## src/rtl/dispatch_pkg.sv

```systemverilog
// dispatch_pkg: shared FSM states and command-word layout for cmd_dispatcher
package dispatch_pkg;
    typedef enum logic [2:0] {
        S_IDLE,
        S_F_HDR,
        S_F_OPS,
        S_ISSUE,
        S_WAIT_CP,
        S_WB,
        S_DONE,
        S_ERR
    } state_t;
    localparam int OP_LSB        = 0;
    localparam int OP_W          = 3;
    localparam int SIZE_LSB      = 3;
    localparam int SIZE_W        = 2;
    localparam int WORDS_PER_CMD = 2;
endpackage

```

## src/rtl/lat_counter.sv

```systemverilog
// lat_counter: loadable down-counter that reports when it has run out
module lat_counter #(
    parameter int W = 8
) (
    input  logic         clk,
    input  logic         rst,
    input  logic         i_load,
    input  logic [W-1:0] i_val,
    output logic         o_zero
);
    logic [W-1:0] r_cnt;
    always_ff @(posedge clk) begin
        if (!rst) r_cnt <= '0;
        else if (i_load) r_cnt <= i_val;
        else if (r_cnt != '0) r_cnt <= r_cnt - 1'b1;
    end
    assign o_zero = (r_cnt == '0);
endmodule

```

## src/rtl/cmd_dispatcher.sv

```systemverilog
// cmd_dispatcher: walks a command list in memory, issues each to the coprocessor and writes results back
module cmd_dispatcher
    import dispatch_pkg::*;
#(
    parameter int ADDR_W  = 8,
    parameter int DATA_W  = 16,
    parameter int ELEM_W  = DATA_W / 2,
    parameter int RD_LAT  = 1,
    parameter int CNT_W   = 6,
    parameter int TIMEOUT = 255
) (
    input  logic              clk,
    input  logic              rst,
    input  logic              start,
    input  logic [ADDR_W-1:0] base_addr,
    input  logic [CNT_W-1:0]  cmd_count,
    output logic [ADDR_W-1:0] mem_addr,
    input  logic [DATA_W-1:0] mem_rdata,
    output logic [DATA_W-1:0] mem_wdata,
    output logic              mem_we,
    output logic              cp_start,
    output logic [2:0]        cp_op,
    output logic [1:0]        cp_size,
    output logic [ELEM_W-1:0] cp_op_a,
    output logic [ELEM_W-1:0] cp_op_b,
    input  logic              cp_ready,
    input  logic [DATA_W-1:0] cp_result,
    output logic              busy,
    output logic              done,
    output logic              error,
    output logic [CNT_W-1:0]  err_idx
);
    localparam int LW = (TIMEOUT > 8) ? $clog2(TIMEOUT) : 3;

    state_t              r_state, w_next;
    logic [ADDR_W-1:0]   r_base;
    logic [CNT_W-1:0]    r_cnt, r_idx, r_err_idx;
    logic [OP_W-1:0]     r_hdr_op, r_op;
    logic [SIZE_W-1:0]   r_hdr_size, r_size;
    logic [ELEM_W-1:0]   r_op_a, r_op_b;
    logic [DATA_W-1:0]   r_result;
    logic                r_done, r_error;
    logic                w_idle, w_accept, w_zero, w_load, w_last;
    logic [LW-1:0]       w_load_val;
    logic [ADDR_W-1:0]   w_cmd_addr, w_res_addr;

    assign w_idle     = (r_state == S_IDLE) || (r_state == S_DONE) || (r_state == S_ERR);
    assign w_accept   = w_idle && start;
    assign w_last     = (r_idx + CNT_W'(1)) == r_cnt;
    assign w_cmd_addr = r_base + ADDR_W'(r_idx) * ADDR_W'(WORDS_PER_CMD);
    assign w_res_addr = r_base + ADDR_W'(r_cnt) * ADDR_W'(WORDS_PER_CMD) + ADDR_W'(r_idx);

    // One counter serves both the read-latency wait and the coprocessor timeout
    assign w_load     = ((w_next != r_state) && (w_next == S_F_HDR || w_next == S_F_OPS)) || (r_state == S_ISSUE);
    assign w_load_val = (r_state == S_ISSUE) ? LW'(TIMEOUT - 1) : LW'(RD_LAT);

    lat_counter #(.W(LW)) u_lat (
        .clk    (clk),
        .rst    (rst),
        .i_load (w_load),
        .i_val  (w_load_val),
        .o_zero (w_zero)
    );

    always_comb begin
        w_next = r_state;
        case (r_state)
            S_IDLE, S_DONE, S_ERR: if (start) w_next = (cmd_count == '0) ? S_DONE : S_F_HDR;
            S_F_HDR:   if (w_zero) w_next = S_F_OPS;
            S_F_OPS:   if (w_zero) w_next = S_ISSUE;
            S_ISSUE:   w_next = S_WAIT_CP;
            S_WAIT_CP: w_next = cp_ready ? S_WB : (w_zero ? S_ERR : S_WAIT_CP);
            S_WB:      w_next = w_last ? S_DONE : S_F_HDR;
        endcase
    end

    always_ff @(posedge clk) begin
        if (!rst) begin
            r_state    <= S_IDLE;
            r_base     <= '0;
            r_cnt      <= '0;
            r_idx      <= '0;
            r_err_idx  <= '0;
            r_hdr_op   <= '0;
            r_hdr_size <= '0;
            r_op       <= '0;
            r_size     <= '0;
            r_op_a     <= '0;
            r_op_b     <= '0;
            r_result   <= '0;
            r_done     <= 1'b0;
            r_error    <= 1'b0;
        end else begin
            r_state <= w_next;
            r_done  <= (w_accept && cmd_count == '0) || (r_state == S_WB && w_last);
            if (w_accept) begin
                r_base  <= base_addr;
                r_cnt   <= cmd_count;
                r_idx   <= '0;
                r_error <= 1'b0;
            end
            if (r_state == S_F_HDR && w_zero) begin
                r_hdr_op   <= mem_rdata[OP_LSB +: OP_W];
                r_hdr_size <= mem_rdata[SIZE_LSB +: SIZE_W];
            end
            // Issue registers change only on entry to ISSUE so the coprocessor sees stable operands
            if (r_state == S_F_OPS && w_zero) begin
                r_op   <= r_hdr_op;
                r_size <= r_hdr_size;
                r_op_a <= mem_rdata[ELEM_W-1:0];
                r_op_b <= mem_rdata[DATA_W-1:ELEM_W];
            end
            if (r_state == S_WAIT_CP && cp_ready) r_result <= cp_result;
            if (r_state == S_WAIT_CP && !cp_ready && w_zero) begin
                r_error   <= 1'b1;
                r_err_idx <= r_idx;
            end
            if (r_state == S_WB) r_idx <= r_idx + CNT_W'(1);
        end
    end

    assign mem_addr  = (r_state == S_F_HDR) ? w_cmd_addr :
                       (r_state == S_F_OPS) ? w_cmd_addr + ADDR_W'(1) :
                       (r_state == S_WB)    ? w_res_addr : '0;
    assign mem_we    = (r_state == S_WB) && rst;
    assign mem_wdata = r_result;
    assign cp_start  = (r_state == S_ISSUE);
    assign cp_op     = r_op;
    assign cp_size   = r_size;
    assign cp_op_a   = r_op_a;
    assign cp_op_b   = r_op_b;
    assign busy      = !w_idle;
    assign done      = r_done;
    assign error     = r_error;
    assign err_idx   = r_err_idx;
endmodule

```

## config.mk

```make
export PLATFORM = sky130hd
export DESIGN_NAME = cmd_dispatcher
export DESIGN_NICKNAME = d
export VERILOG_FILES = /design/src/rtl/dispatch_pkg.sv /design/src/rtl/lat_counter.sv /design/src/rtl/cmd_dispatcher.sv
export SDC_FILE = /design/constraint.sdc
export NUM_CORES = 1
export LEC_CHECK = 0
export ABC_AREA = 0
export CORE_UTILIZATION = 60
export CTS_CLUSTER_DIAMETER = 200
export CTS_CLUSTER_SIZE = 25
export DETAILED_ROUTE_END_ITERATION = 7
export DONT_BUFFER_PORTS = 1
export MAX_ROUTING_LAYER = met4
export PLACE_DENSITY = 0.79
export REMOVE_ABC_BUFFERS = 1
export SLEW_MARGIN = 20
export SYNTH_ARGS = -nofsm -noshare
export SYNTH_HDL_FRONTEND = slang
export SYNTH_SLANG_ARGS = --single-unit
```

## constraint.sdc

```tcl
create_clock -name clk -period 4.4 [get_ports clk]
set_clock_uncertainty 0.2 [all_clocks]
set_input_delay 1.32 -clock clk [delete_from_list [all_inputs] [get_ports clk]]
set_output_delay 1.32 -clock clk [all_outputs]
set_load 0.01 [all_outputs]
```

Yosys cells after proc, flatten, opt, wreduce, memory -nomap -nowiden
Index checks and enable logic that the tools add are counted.
- $add $sub $neg: 6
- eq/ne operators: 11
- mux-type cells: 18
- reduce and logical (&&, ||, !) cells: 25
- operators by type and width (cell ; count):
    $mux W8 ; 6
    $pmux W3 S6 ; 1
    $add A8 B7 Y8 ; 2
    $mux W3 ; 5
    $eq A3 B3 Y1 const B ; 4
    $mux W6 ; 2
    $logic_and A1 B1 Y1 ; 10
    $eq A3 B2 Y1 const B ; 3
    $add A8 B1 Y8 const B ; 1
    $add A8 B6 Y8 ; 1
    $logic_not A8 Y1 ; 1
    $reduce_bool A8 Y1 ; 1
    $sub A8 B1 Y8 const B ; 1
    $add A6 B1 Y6 const B ; 1
    $eq A3 B1 Y1 const B ; 2
    $eq A6 B6 Y1 ; 1
    $logic_not A6 Y1 ; 1
    $reduce_bool A2 Y1 ; 3
    $logic_or A1 B1 Y1 ; 5
    $mux W2 ; 2
    $logic_not A3 Y1 ; 1
    $ne A3 B3 Y1 ; 1
    $reduce_or A3 Y1 ; 1
    $logic_not A1 Y1 ; 2
    $mux W1 ; 2
- register bits: 81
- input port bits: 50
- output and inout bits: 56

Logic depth before layout (Yosys ltp)
- depth after elaboration: 9
- mapped depth: 10
- depth with buffers taken out: 10

Cells and area by module
From an unflattened synthesis, not the netlist that was laid out.
- cells, all modules: 505
- area total of the unflattened synthesis: 4474.3 um^2
- by module, submodules not included (module ; times used ; cells each ; area an instance (um^2)):
    cmd_dispatcher ; 1 ; 454 ; 4016.4
    lat_counter ; 1 ; 51 ; 457.9

Least setup slack after synthesis
No wires, ideal clock.
- path kind: reg2out
- start point: register r_idx[1]
- end point: output mem_addr[7]
- arrival: 2.556 ns
- required time: 2.880 ns
- slack: 0.324 ns
- stages on the path, launching flop included: 11
- cell sequence: dfxtp_1 fa_1 ha_1 fa_1 a21o_1 a21oi_1 o21bai_1 a21oi_1 xnor2_1 o22ai_1 a31o_2
- longest elaborated chain between the ends: 4
- elaborated cells between the ends (all ways): 6
- those cells by class: 3 x add/sub; 3 x mux
- ends and longest elaborated chain (item ; RTL line ; text):
    start: declaration ; cmd_dispatcher.sv:37 ; logic [CNT_W-1:0] r_cnt, r_idx, r_err_idx;
    start signal: assignment ; cmd_dispatcher.sv:118 ; if (r_state == S_WB) r_idx <= r_idx + CNT_W'(1);
    $add A8 B7 Y8 / $add A8 B6 Y8 (equally long branches) ; cmd_dispatcher.sv:50, cmd_dispatcher.sv:51 ;
    $add A8 B1 Y8 / $mux W8 (equally long branches) ; cmd_dispatcher.sv:123, cmd_dispatcher.sv:124 ;
    $mux W8 ; cmd_dispatcher.sv:123 ; (r_state == S_F_OPS) ? w_cmd_addr + ADDR_W'(1) :
    $mux W8 (*) ; cmd_dispatcher.sv:122 ; assign mem_addr = (r_state == S_F_HDR) ? w_cmd_addr :
    end: declaration ; cmd_dispatcher.sv:17 ; output logic [ADDR_W-1:0] mem_addr,
Mark *: on every way between the ends. The rest lies on a longest branch, timed or not.

Worst setup path after layout
- start point: register r_base[1]
- end point: output mem_addr[7]
- longest elaborated chain between the ends: 5
- elaborated cells between the ends (all ways): 7
- those cells by class: 4 x add/sub; 3 x mux
- ends and longest elaborated chain (item ; RTL line ; text):
    start: declaration ; cmd_dispatcher.sv:36 ; logic [ADDR_W-1:0] r_base;
    start signal: assignment ; cmd_dispatcher.sv:97 ; r_base <= base_addr;
    $add A8 B7 Y8 ; cmd_dispatcher.sv:51 ; assign w_res_addr = r_base + ADDR_W'(r_cnt) * ADDR_W'(WORDS_PER_CMD) + ADDR_W'(r_idx);
    $add A8 B6 Y8 ; cmd_dispatcher.sv:51 ;
    $mux W8 ; cmd_dispatcher.sv:124 ; (r_state == S_WB) ? w_res_addr : '0;
    $mux W8 ; cmd_dispatcher.sv:123 ;
    $mux W8 (*) ; cmd_dispatcher.sv:122 ;
Marked as above.

==> impl_metrics.toml <==
[timing]
worst_slew_pin_slew_ns = 0.7857
min_period_over_period = 0.9799
setup_viol = 0
max_freq_mhz = 231.9
slew_violations = 0
rsz0062_at_grt = "yes"
hold_slack_ns = 0.2706
max_slew_margin = 0.4748
finalHoldViolations = 0
fin_ws_ns = 0.08830
layout_min_cycle_time_ns = 4.312

[final_layout]
drive_above_1_share = 0.09505
diodes = 0
fillers = 610
final_net_count = 574
area_growth_pct = 6.011

[yosys]
synth_flop_cell = "dfxtp_1"
synth-seq-cells = 81
ys_seq_area_frac = 0.3640
synth_area_leaders = "dfxtp_1 36%, nand2_1 8.3%, a21boi_0 6.9%"
synthArstFlopShare = 0
syn_area_per_cell_um2 = 8.751
synth_most_common_cell = "nand2_1"
ys_warn_count = 0
synth_cell_types = 55
synth_common_cells = "98 x nand2_1, 81 x dfxtp_1, 41 x a21boi_0"
synth_edf_count = 0
synth_top_area_cell = "dfxtp_1"
synthCells = 509
synth.cell_area_um2 = 4454
synth.top_cell.area_share = 0.3640

[power_and_ir_drop]
sw_frac_of_total = 0.3840
p_leak_nw = 1.914
powerDensity_nw_per_um2 = 509.3
clockPowerShare = 0.236
intPower_mw = 1.481
combPwrFrac = 0.366
peakVddDrop_mv = 0.2736
switching_power_mw = 0.9236
p_seq_frac = 0.397

[drt]
finalWirelength_mm = 9.548
num_vias = 3456
via_per_inst = 5.722
firstDrtPassIters = 4
wire_per_inst_um = 15.81
drt_iter0_markers = 275
antenna_left = 0
drc = 0

[critical_path]
critPathBufInv = 0
crit_type = "flop to output port"
cpMostUsedCell = "a21oi_2"
worstPathArrival_ns = 2.79
worst_setup_path_start_kind = "flop"
critPathCaptureType = "output port"
cpMaxStageDelayCell = "fa_1"
cp.required_ns = 2.88
max_stage_delay_ns = 0.48
cpLargestDelayFamily = "adder cells"
crit_start = "r_base[1]"
crit_path_cell_trace = "fa_1 > ha_2 > fa_2 > a21o_1 > a21oi_2 > o21bai_1 > a21oi_2 > xnor2_1 > o22ai_1 > a31o_2"
crit_fanout = 3
r2r_start = "r_idx[0]"

[die]
start_util = 0.6174
die-area_um2 = 7772
row_count = 31
ios = 106
die_h_um = 88.16
die_w_um = 88.16
core_um2 = 7214

[placed_design]
io_buffer_count = 0
gp_congestion = 0.8414
hpwlAfterDp_mm = 6.877
post-place-ws_ns = 0.2437

[global_route]
antenna_found_initial = 0
grt_max_degree = 83
grt-ovfl-total = 0
grt_pass1_vias = 3195
grtUsageTotal = 0.2607
grt_pass1_wl_mm = 15.12

[flow_run]
drv_cap = 0

[clock_network]
clk_pin_slew_ns = 0.09
clk_latency_ns = 0.36
cts_tree = "yes"
cts-buffers-inserted = 9
cts_buffer_depth = 2
clock-sinks = 81
h-tree-depth = 3
cts_root_buf = "clkbuf_8"

[min_path]
min_path_type = "flop to flop"
hold_start = "r_hdr_op[0]"

[status]
status = "finished clean"
-- cells in the final DEF, fill, tap and decap left out, types with 8 or more instances in the layout --
cell type / netlist / routed
clkbuf_8: 2 / 9
a21oi_1: 16 / 14
nand2_1: 98 / 98
ha_1: 17 / 16
nor2b_1: 32 / 32
o21ai_0: 16 / 15
a21boi_0: 41 / 41
buf_4: 0 / 9
xor2_1: 11 / 11
inv_1: 11 / 11
nand3_1: 15 / 15
dfxtp_1: 81 / 79
xnor2_1: 16 / 16
nor3_1: 9 / 8
nor2_1: 16 / 16
mux2i_1: 28 / 28
-- power by group through the flow --
stage	Sequential (mW)	Clock, mW	Combinational, mW
2_1_floorplan	0.937	0	0.711
3_3_place_gp	0.962	0	0.843
3_5_place_dp	0.968	0	0.867
4_1_cts	0.952	0.583	0.877
5_1_grt	0.973	0.614	0.969
6_report	0.956	0.568	0.881
-- state kept, by name, indices dropped and copies added, names as in the netlist --
register / flops
err_idx: 6
cp_op_b: 8
error: 1
r_idx: 6
r_base: 8
r_cnt: 6
r_state: 3
r_hdr_op: 3
cp_op_a: 8
r_hdr_size: 2
cp_size: 2
mem_wdata: 16
u_lat.r_cnt: 8
done: 1
cp_op: 3
-- worst reg2reg max path: stages, from the launching register on --
cell      delay [ns]
dfxtp_1         0.39
buf_4           0.17
ha_1            0.24
nand2b_1        0.11
o211a_1         0.22
o32a_1          0.32
nor4_4          0.28
a211oi_2        0.15
a211oi_4        0.40
o21ai_0         0.18
-- logic make-up after synthesis --
logic type,after synthesis,share of synthesized area
adders and majority gates,24,0.07921
buffers and inverters,41,0.04550
DFF,81,0.3640
xor gates and xnor gates,27,0.05309
muxes,28,0.06292
and+or+nand+nor,196,0.2166
AOI/OAI and AO/OA,112,0.1787
-- worst paths after layout --
kind	endpoint	cells after the start	slack [ns]
worst min register to register	cp_op[0]	2	0.27
worst max register to register	u_lat.r_cnt[6]	9	1.62
worst min-delay path	cp_op[0]	2	0.27
worst max-delay path	mem_addr[7]	10	0.09
-- per-layer routing --
| layer | share of wire | global-route usage | vias to the layer above |
|---|---|---|---|
| li1 | - | - | 1720 |
| met1 | 0.45 | 0.3298 | 1618 |
| met2 | 0.46 | 0.3951 | 110 |
| met3 | 0.079 | 0.08011 | 8 |
| met4 | 0.010 | 0.08798 | 0 |
| met5 | 0 | - | - |
-- cell type report --
cell class,count,area [um2],area share
multi-input cells,387,2651,0.5615
flip-flops and latches,81,1624,0.3439
clock buffers,9,123.9,0.02623
well taps,99,123.9,0.02623
clock inverters,7,86.33,0.01828
repair buffers,9,67.56,0.01431
inverters,12,45.04,0.009539
-- per-stage QoR --
stage	power (mW)	util	cell area, um2	TNS [ns]	cells
after floorplan	1.648	-	4297	0	480
after global placement	1.805	0.6233	4497	0	588
after detailed placement	1.835	0.6233	4497	0	588
after CTS	2.411	0.6535	4715	0	604
after global routing	2.556	0.6545	4722	-0.06245	604
final	2.405	0.6545	4722	0	604
-- what timing repair did --
action / CTS / global route
buffers inserted: 0 / 0
pin swaps: 1 / 4
gates resized for setup: 3 / 3
cloned: 0 / 0
endpoints found under the setup margin: 1 / 1
hold buffers: 0 / 0
Power figures use the tool's default switching activity.
